### src/rtl/game_frame_timer_pkg.sv
// Shared constants, types and the wrap-or-increment rule for the game frame timer.
package game_frame_timer_pkg;

    localparam int CYCLES_PER_FRAME_60HZ = 833333;
    localparam int CYCLE_W               = 20;
    localparam int FRAME_W               = 4;

    typedef logic [CYCLE_W-1:0] cycle_t;
    typedef logic [FRAME_W-1:0] frame_t;

    // ">=" rather than "==" so a limit lowered below the current count still wraps to 0.
    function automatic frame_t next_frame_count(input frame_t count, input frame_t limit);
        return (count >= limit) ? '0 : count + frame_t'(1);
    endfunction

endpackage

### src/rtl/game_frame_timer_if.sv
// Control and status bundle between the frame timer and the game logic that consumes its ticks.
interface game_frame_timer_if;
    import game_frame_timer_pkg::*;

    logic   enable;
    frame_t skip;
    cycle_t cycle_count;
    frame_t frame_count;
    frame_t obs_frame_count;
    logic   frame_tick;
    logic   obs_tick;

    modport master (
        output enable, skip,
        input  cycle_count, frame_count, obs_frame_count, frame_tick, obs_tick
    );

    modport slave (
        input  enable, skip,
        output cycle_count, frame_count, obs_frame_count, frame_tick, obs_tick
    );
endinterface

### src/rtl/game_frame_timer_frame_skip_counter.sv
// Frame counter that advances once per frame wrap and returns to 0 after reaching its skip limit.
module frame_skip_counter
    import game_frame_timer_pkg::*;
(
    input  logic   clk,
    input  logic   resetn,
    input  logic   enable,
    input  logic   wrap_en,
    input  frame_t skip,
    output frame_t count
);

    always_ff @(posedge clk) begin
        if (!resetn) begin
            count <= '0;
        end else if (enable && wrap_en) begin
            count <= next_frame_count(count, skip);
        end
    end

endmodule

### src/rtl/game_frame_timer.sv
// Frame-rate timer: a cycle down-counter defines frames, two skip counters divide them into ticks.
module game_frame_timer
    import game_frame_timer_pkg::*;
#(
    parameter int CYCLES_PER_FRAME = CYCLES_PER_FRAME_60HZ,
    parameter int FRAME_SKIP       = 1
) (
    input  logic              clk,
    input  logic              resetn,
    game_frame_timer_if.slave bus
);

    localparam cycle_t RELOAD     = cycle_t'(CYCLES_PER_FRAME - 1);
    localparam frame_t FIXED_SKIP = frame_t'(FRAME_SKIP);

    cycle_t cycle_count;
    frame_t frame_count;
    frame_t obs_frame_count;
    logic   frame_wrap;

    assign frame_wrap = (cycle_count == '0);

    always_ff @(posedge clk) begin
        if (!resetn) begin
            cycle_count <= RELOAD;
        end else if (bus.enable) begin
            cycle_count <= frame_wrap ? RELOAD : cycle_count - cycle_t'(1);
        end
    end

    frame_skip_counter u_frame_counter (
        .clk     (clk),
        .resetn  (resetn),
        .enable  (bus.enable),
        .wrap_en (frame_wrap),
        .skip    (FIXED_SKIP),
        .count   (frame_count)
    );

    frame_skip_counter u_obs_counter (
        .clk     (clk),
        .resetn  (resetn),
        .enable  (bus.enable),
        .wrap_en (frame_wrap),
        .skip    (bus.skip),
        .count   (obs_frame_count)
    );

    // Ticks decode the last cycle before the wrap so consumers see them one cycle ahead of the frame edge.
    always_comb begin
        bus.frame_tick = resetn && bus.enable && (frame_count == '0) && (cycle_count == cycle_t'(1));
        bus.obs_tick   = resetn && bus.enable && (obs_frame_count == '0) && (cycle_count == cycle_t'(1));
    end

    assign bus.cycle_count     = cycle_count;
    assign bus.frame_count     = frame_count;
    assign bus.obs_frame_count = obs_frame_count;

endmodule

### src/flat_wrapper.sv
// flat-port wrapper written by rule: the top's interface ports become plain ports
module game_frame_timer_flat import game_frame_timer_pkg::*;
#(
    parameter int CYCLES_PER_FRAME = CYCLES_PER_FRAME_60HZ,
    parameter int FRAME_SKIP       = 1
)
  (clk, resetn, bus_enable, bus_skip, bus_cycle_count, bus_frame_count, bus_obs_frame_count, bus_frame_tick, bus_obs_tick);
  game_frame_timer_if bus_i ();
  input  logic clk;
  input  logic resetn;
  input wire logic [$bits(bus_i.enable)-1:0] bus_enable;
  input wire logic [$bits(bus_i.skip)-1:0] bus_skip;
  output wire logic [$bits(bus_i.cycle_count)-1:0] bus_cycle_count;
  output wire logic [$bits(bus_i.frame_count)-1:0] bus_frame_count;
  output wire logic [$bits(bus_i.obs_frame_count)-1:0] bus_obs_frame_count;
  output wire logic [$bits(bus_i.frame_tick)-1:0] bus_frame_tick;
  output wire logic [$bits(bus_i.obs_tick)-1:0] bus_obs_tick;
  assign bus_i.enable = bus_enable;
  assign bus_i.skip = bus_skip;
  assign bus_cycle_count = bus_i.cycle_count;
  assign bus_frame_count = bus_i.frame_count;
  assign bus_obs_frame_count = bus_i.obs_frame_count;
  assign bus_frame_tick = bus_i.frame_tick;
  assign bus_obs_tick = bus_i.obs_tick;
  game_frame_timer #(.CYCLES_PER_FRAME(CYCLES_PER_FRAME), .FRAME_SKIP(FRAME_SKIP)) u_core (.clk(clk), .resetn(resetn), .bus(bus_i));
endmodule
### config.mk
export PLATFORM = sky130hd
export DESIGN_NAME = game_frame_timer_flat
export DESIGN_NICKNAME = d
export VERILOG_FILES = /design/src/rtl/game_frame_timer_pkg.sv /design/src/rtl/game_frame_timer_if.sv /design/src/rtl/game_frame_timer_frame_skip_counter.sv /design/src/rtl/game_frame_timer.sv /design/src/flat_wrapper.sv
export SDC_FILE = /design/constraint.sdc
export NUM_CORES = 1
export LEC_CHECK = 0
export CAP_MARGIN = 20
export CORE_AREA = 10 10 70 72
export CTS_CLUSTER_SIZE = 8
export DETAILED_ROUTE_END_ITERATION = 12
export DIE_AREA = 0 0 80 82
export DONT_BUFFER_PORTS = 1
export PLACE_DENSITY = 0.61
export SETUP_SLACK_MARGIN = 0.5
export SYNTH_ARGS = -nofsm -noshare
export SYNTH_HDL_FRONTEND = slang
export SYNTH_HIERARCHICAL = 1
export SYNTH_SLANG_ARGS = --single-unit
### constraint.sdc
create_clock -name clk -period 3 [get_ports clk]
set_input_delay 0.6 -clock clk [delete_from_list [all_inputs] [get_ports clk]]
set_output_delay 0.6 -clock clk [all_outputs]
set_load 0.02 [all_outputs]
==> flow_metrics.tcl, run 1 <==
set metrics [dict create \
    drc_errors 0 \
    clock-root-buffer "clkbuf_4" \
    combPwrFrac_pct 8.4 \
    ys_warn_count 6 \
    fin_nets 234 \
    fin_tns_setup_ns 0 \
    clkTransAtPathRegs_ns 0.15 \
    finalHoldViolCount 0 \
    postRouteAntennaNets 0 \
    critical_path_arrival_ns 2.21 \
    place_hpwl_um 3112 \
    post-route-util_pct 54.48 \
    worst_pin_slew_ns 0.9299 \
    crit_family "simple AND/OR/NAND/NOR gates" \
    cts_tree "yes" \
    fin_hold_ws_ns 0.3855 \
    overflow 0 \
    drv_slew 0 \
    p_switching_mw 0.1662 \
    initial_core_util_pct 47.06 \
    syn_avg_cell_area_um2 8.255 \
    outcome "complete, no violations" \
    syn_inst 204 \
    leakage_nw 0.6914 \
    drv_cap 0 \
    dieArea_mm2 0.006560 \
    clock_latency_ns 0.33 \
    ios 37 \
    ys_ff_latch 28 \
    setup.worst_path.class "reg2out" \
    power.density_mw_per_mm2 360.8 \
    power_mw 0.7032 \
    grt.total_usage_pct 12.80 \
    dp_slack_ns 0.3714 \
    hold_class "in2reg" \
    wl_per_cell_um 16.09 \
    worst-path-max-fanout 8 \
    ir_drop_mv 0.1927 \
    stdcell_count 261 \
    critPathRequiredTime_ns 2.40 \
    endpoint_kind "primary output" \
    cts_inserted_buffers 3 \
    netlist_area_mm2 0.001684 \
    p_sw_share_pct 23.63 \
    finalSetupViolCount 0 \
    fill_cells 325 \
    clk_path_buf_depth 2 \
    area_delta_synth_final_pct 15.75 \
    antenna_cells 0 \
    grt_max_degree 17 \
    power.internal_mw 0.5370 \
    htree_levels 1 \
    die_w_um 80 \
    setup_slack_ns 0.1919 \
    via_per_inst 5.709 \
    die_h_um 82 \
    drive_gt1_share_pct 17.84 \
    worstSetupStartpointType "register" \
    port_buffers 0 \
    cpPeakStageDelay_ns 0.55 \
    gp_routability_congestion 0.7542 \
    cts_hold_buf 0 \
    fin_crit_ns 2.808 \
    fin_crit_sh_pct 93.60 \
    drt_wl_total_um 4200 \
    place_inst 251 \
    p_clk_share_pct 35.3 \
    fin_skew_ns 0.007722 \
    cts_sinks 28 \
    dr_total_vias 1490 \
    drt_iter0_drc 35 \
    synth.yosys.seq_area_share_pct 33.28 \
    drtPass1Iterations 4 \
    yosysUniqueCellTypes 42 \
    crit_slowest_cell "or4_4" \
    antenna_found_initial 0 \
    placed_area_mm2 0.001758 \
    cp_cell_sequence "or4_4 > or4b_4 > nor3_4 > and2_4" \
    row_count 22 \
    rsz0062_at_grt "true" \
    grt_pass1_vias 1460 \
    slew_headroom_pct 37.85 \
    grt_pass1_wl_um 6906 \
    cp.buffers_inverters 0 \
    max_freq_ghz 0.3561 \
    power_frac_seq_pct 56.3 \
    core_mm2 0.003578 \
    stdcell_area_mm2 0.001949 \
]
==> layer usage <==
| layer | wire length [um] | GRT usage (%) |
|---|---|---|
| met1 | 1756 | 14.32 |
| met2 | 2058 | 21.91 |
| met3 | 367 | 5.240 |
| met4 | 19 | 3.697 |
| met5 | 0 | 0 |
==> what timing repair did <==
action | CTS | global route
pin swaps | 2 | 9
gates resized for setup | 7 | 17
setup buffers | 2 | 4
hold endpoints to repair | 0 | 0
setup endpoints to repair | 6 | 9
==> state kept, by name, indices dropped and copies added (netlist names) <==
signal and cells:
u_core/bus.cycle_count 20, u_core/u_frame_counter/count 4, u_core/u_obs_counter/count 4
==> cell usage in the layout (no fill, tap or decap), types with 3 or more instances in the layout <==
cell      instances
nand2_1          19
dfxtp_1          26
a21oi_1           6
inv_1            16
o22ai_1           3
o31ai_1           3
nand4_1           4
o21ai_1           4
conb_1            4
nor4_2            3
clkbuf_4          3
xor2_1            9
nand3b_1          5
o21a_1            3
nand2b_1          4
buf_4             7
nor2_1           12
and2_4            4
nand3_1          10
nor3_1            3
o211ai_1          6
nor4_1            5
o21ai_0           4
ha_1             13
==> synthesized netlist by cell type (all sizes together) <==
| cell type | instances | area [um2] |
|---|---|---|
| clkbuf | 4 | 15.01 |
| a221o | 1 | 10.01 |
| nor3 | 6 | 30.03 |
| or3 | 3 | 21.27 |
| inv | 16 | 60.06 |
| o31a | 1 | 8.760 |
| o32ai | 1 | 8.760 |
| nand2 | 21 | 78.83 |
| o21a | 3 | 22.52 |
| a31oi | 2 | 12.51 |
| nor4b | 1 | 15.01 |
| o31ai | 4 | 43.79 |
| conb | 2 | 7.510 |
| and3b | 1 | 8.760 |
| nor4 | 9 | 56.30 |
| xor2 | 9 | 78.83 |
| nand3b | 5 | 37.54 |
| ha | 13 | 162.7 |
| a21oi | 6 | 30.03 |
| or4 | 4 | 36.29 |
| buf | 2 | 16.26 |
| o211ai | 6 | 45.04 |
| dfxtp | 28 | 560.5 |
| nand4 | 4 | 25.02 |
| o22ai | 3 | 18.77 |
| nand3 | 10 | 50.05 |
| or4b | 1 | 10.01 |
| xnor2 | 2 | 17.52 |
| nor2b | 1 | 6.260 |
| nor3b | 2 | 15.01 |
| o21ai | 8 | 40.04 |
| a21o | 1 | 7.510 |
| nand4b | 1 | 8.760 |
| and2 | 4 | 25.02 |
| nor2 | 13 | 48.80 |
| nand2b | 4 | 25.02 |
| a2111oi | 2 | 20.02 |
==> cells by family (layout without fill, tap and decap cells) <==
| logic type | after synthesis | after routing | share of synthesized area (%) |
|---|---|---|---|
| AND/OR/NAND/NOR | 90 | 90 | 29.57 |
| flip-flops | 28 | 28 | 33.28 |
| other | 2 | 4 | 0.4459 |
| adder cells (fa/ha/maj) | 13 | 13 | 9.658 |
| XOR/XNOR | 11 | 11 | 5.721 |
| AO/OA/AOI/OAI | 38 | 38 | 15.90 |
| buffers and inverters | 22 | 29 | 5.423 |
==> worst paths after layout <==
check | from | end | slack [ns] | cells past startpoint
max | u_core/bus.cycle_count[15] | bus_obs_tick | 0.19 | 4
max reg2reg | u_core/bus.cycle_count[15] | u_core/u_obs_counter/count[3] | 0.46 | 10
min reg2reg | u_core/bus.cycle_count[16] | u_core/bus.cycle_count[16] | 0.59 | 2
min | bus_enable | u_core/bus.cycle_count[1] | 0.39 | 1
==> final cells by class <==
type                    count  area, um2  area share [%]
clock buffers               3      22.52           1.155
clock inverters             1      30.03           1.540
inverters                  16      60.06           3.081
multi-input cells         156       1136           58.28
flip-flops and latches     28      565.5           29.01
well taps                  48      60.06           3.081
repair buffers              9      75.07           3.851
==> power by group through the flow <==
stage | Clock (mW) | Combinational, mW | Sequential, mW
6_report | 0.248 | 0.0590 | 0.396
5_1_grt | 0.274 | 0.0670 | 0.398
4_1_cts | 0.257 | 0.0562 | 0.396
3_5_place_dp | 0 | 0.0556 | 0.405
3_3_place_gp | 0 | 0.0533 | 0.404
2_1_floorplan | 0 | 0.0512 | 0.398
No activity file was read; power rests on OpenSTA's default activity.
==> run 2: changes to the inputs <==
Clock period 3 ns to 3.31 ns, I/O delays scaled along.
==> run 2 against run 1 <==
Compared with the run above:
- via count increased by 2.9%
- utilization is 3.0 points lower
- sequential cell count unchanged
- sequential share of layout area grew 1.7 points
- highest routed layer unchanged
- clock-buffer cell count unchanged
- combinational power shrank 13%
- clock skew about the same
- power shrank 8.9%
- critical endpoint is now bus_frame_tick
- critical path depth did not move
- clock power down 7%
- worst setup slack better by 0.24 ns
- first-iteration DRC count up 11%
==> flow_metrics.tcl, run 2 (synthesis gave the netlist of run 1 again) <==
set metrics [dict create \
    clock_latency_ns 0.34 \
    layout_common_cells "26 x dfxtp_1, 21 x nand2_1, 16 x inv_1" \
    htree_levels 1 \
    drive_gt1_share_pct 10.95 \
    initial_core_util_pct 47.06 \
    power.density_mw_per_mm2 347.5 \
    fin_skew_ns 0.008072 \
    endpoint_kind "primary output" \
    place_inst 252 \
    worst_pin_slew_ns 0.9225 \
    row_count 22 \
    antenna_cells 0 \
    gp_routability_congestion 0.7972 \
    drc_errors 0 \
    drv_slew 0 \
    die_h_um 82 \
    finalHoldViolCount 0 \
    r2r-end "u_core/u_frame_counter/count[3]" \
    slew_headroom_pct 38.34 \
    worst-path-max-fanout 7 \
    largest-register "u_core/bus.cycle_count" \
    rsz0062_at_grt "true" \
    outcome "complete, no violations" \
    via_per_inst 5.942 \
    drv_cap 0 \
    cts_hold_buf 0 \
    drtPass1Iterations 4 \
    fin_tns_setup_ns 0 \
    cts_sinks 28 \
    setup.worst_path.class "reg2out" \
    power_mw 0.6404 \
    top_regs "u_core/bus.cycle_count: 20 flops, u_core/u_frame_counter/count: 4 flops, u_core/u_obs_counter/count: 4 flops" \
    critPathRequiredTime_ns 2.65 \
    overflow 0 \
    worstHoldStart "bus_enable" \
    min_delay_worst_endpoint "u_core/bus.cycle_count[1]" \
    stdcell_count 258 \
    grt_pass1_vias 1423 \
    cts_tree "yes" \
    fin_crit_sh_pct 86.88 \
    grt_max_degree 17 \
    ios 37 \
    grt.total_usage_pct 13.25 \
    hold_class "in2reg" \
    dieArea_mm2 0.006560 \
    leakage_nw 0.6500 \
    fin_nets 231 \
    ir_drop_mv 0.2365 \
    finalSetupViolCount 0 \
    postRouteAntennaNets 0 \
    largest_reg_flops 20 \
    max_freq_ghz 0.3477 \
    area_delta_synth_final_pct 9.436 \
    holdPathStages 1 \
    reg2reg_slack_ns 0.64 \
    grt_pass1_wl_um 6941 \
    fin_crit_ns 2.876 \
    clkTransAtPathRegs_ns 0.16 \
    dr_total_vias 1533 \
    clk_path_buf_depth 2 \
    placed_area_mm2 0.001750 \
    worstSetupStartpointType "register" \
    critical_path_arrival_ns 2.21 \
    reg2reg_from "u_core/bus.cycle_count[16]" \
    r2r_cells 8 \
    antenna_found_initial 0 \
    die_w_um 80 \
    stdcell_area_mm2 0.001843 \
    cts_inserted_buffers 3 \
    wl_per_cell_um 16.76 \
    drt_iter0_drc 39 \
    place_hpwl_um 3259 \
    port_buffers 0 \
    clock-root-buffer "clkbuf_4" \
    final_common_cell "dfxtp_1" \
    core_mm2 0.003578 \
    drt_wl_total_um 4325 \
]
run 2: changes by cell type in the layout (fill, tap and decap cells not counted), moves of 2 or more:
| cell | change |
|---|---|
| and2_1 | +2 |
| and2_4 | -2 |
| buf_6 | -2 |
| nand2_1 | +2 |
| nand2_4 | -2 |
| nor3_1 | +2 |
| nor3_2 | -2 |
| nor4_1 | +4 |
| nor4_2 | -3 |
| o21ai_0 | +4 |
| o21ai_1 | -4 |
run 2: area by class of cell:
cell class                 count  area, um2
multi-input combinational    156       1060
clock inverter                 1      30.03
fill                         362       1735
clock buffer                   3      22.52
sequential                    28      565.5
timing repair buffer           6      45.04
inverter                      16      60.06
tap                           48      60.06
run 2: per-stage QoR:
step / setup WS (ns) / utilization (%) / hold WS (ns)
floorplan: 0.6180 / - / 0.5694
global placement: 0.4347 / 48.92 / 0.6022
detailed placement: 0.4099 / 48.92 / 0.6229
CTS: 0.4259 / 51.50 / 0.4141
global route: 0.3473 / 51.50 / 0.4056
finish: 0.4341 / 51.50 / 0.4215
run 2: how the worst max path moves through the flow:
stage,to,cells after the start,from,slack [ns]
global route,bus_frame_tick,4,u_core/bus.cycle_count[16],0.35
detailed placement,bus_frame_tick,4,u_core/bus.cycle_count[16],0.41
global placement,bus_frame_tick,4,u_core/bus.cycle_count[16],0.43
floorplan,bus_frame_tick,5,u_core/bus.cycle_count[15],0.62
CTS,bus_frame_tick,4,u_core/bus.cycle_count[16],0.43
finish,bus_frame_tick,4,u_core/bus.cycle_count[16],0.43
run 2: critical path, cell delays in order, from the launching register on:
cell,delay [ns]
dfxtp_4,0.42
or4_4,0.53
or4b_4,0.56
nor3_4,0.15
and2_4,0.21
run 2: layer usage:
layer  wire, um  vias up  share of wire, %  track usage (%)
met3        423        8               9.8            6.004
met2       2070       53                48            21.83
li1           -      749                 -                -
met5          0        -                 0                0
met4         85        0               2.0            6.338
met1       1746      723                40            14.26
run 2: power breakdown:
part           internal, mW  switching, mW  leakage (nW)  total (mW)
sequential            0.342         0.0169         0.228       0.359
clock                 0.123          0.107        0.0279       0.230
combinational        0.0213         0.0302         0.394      0.0515
run 2: repair_timing:
action / 4_1_cts / 5_1_grt
gates resized for setup: 10 / 0
buffers inserted: 2 / 0
setup endpoints to repair: 2 / 2
cloned: 0 / 0
pin swaps: 2 / 0
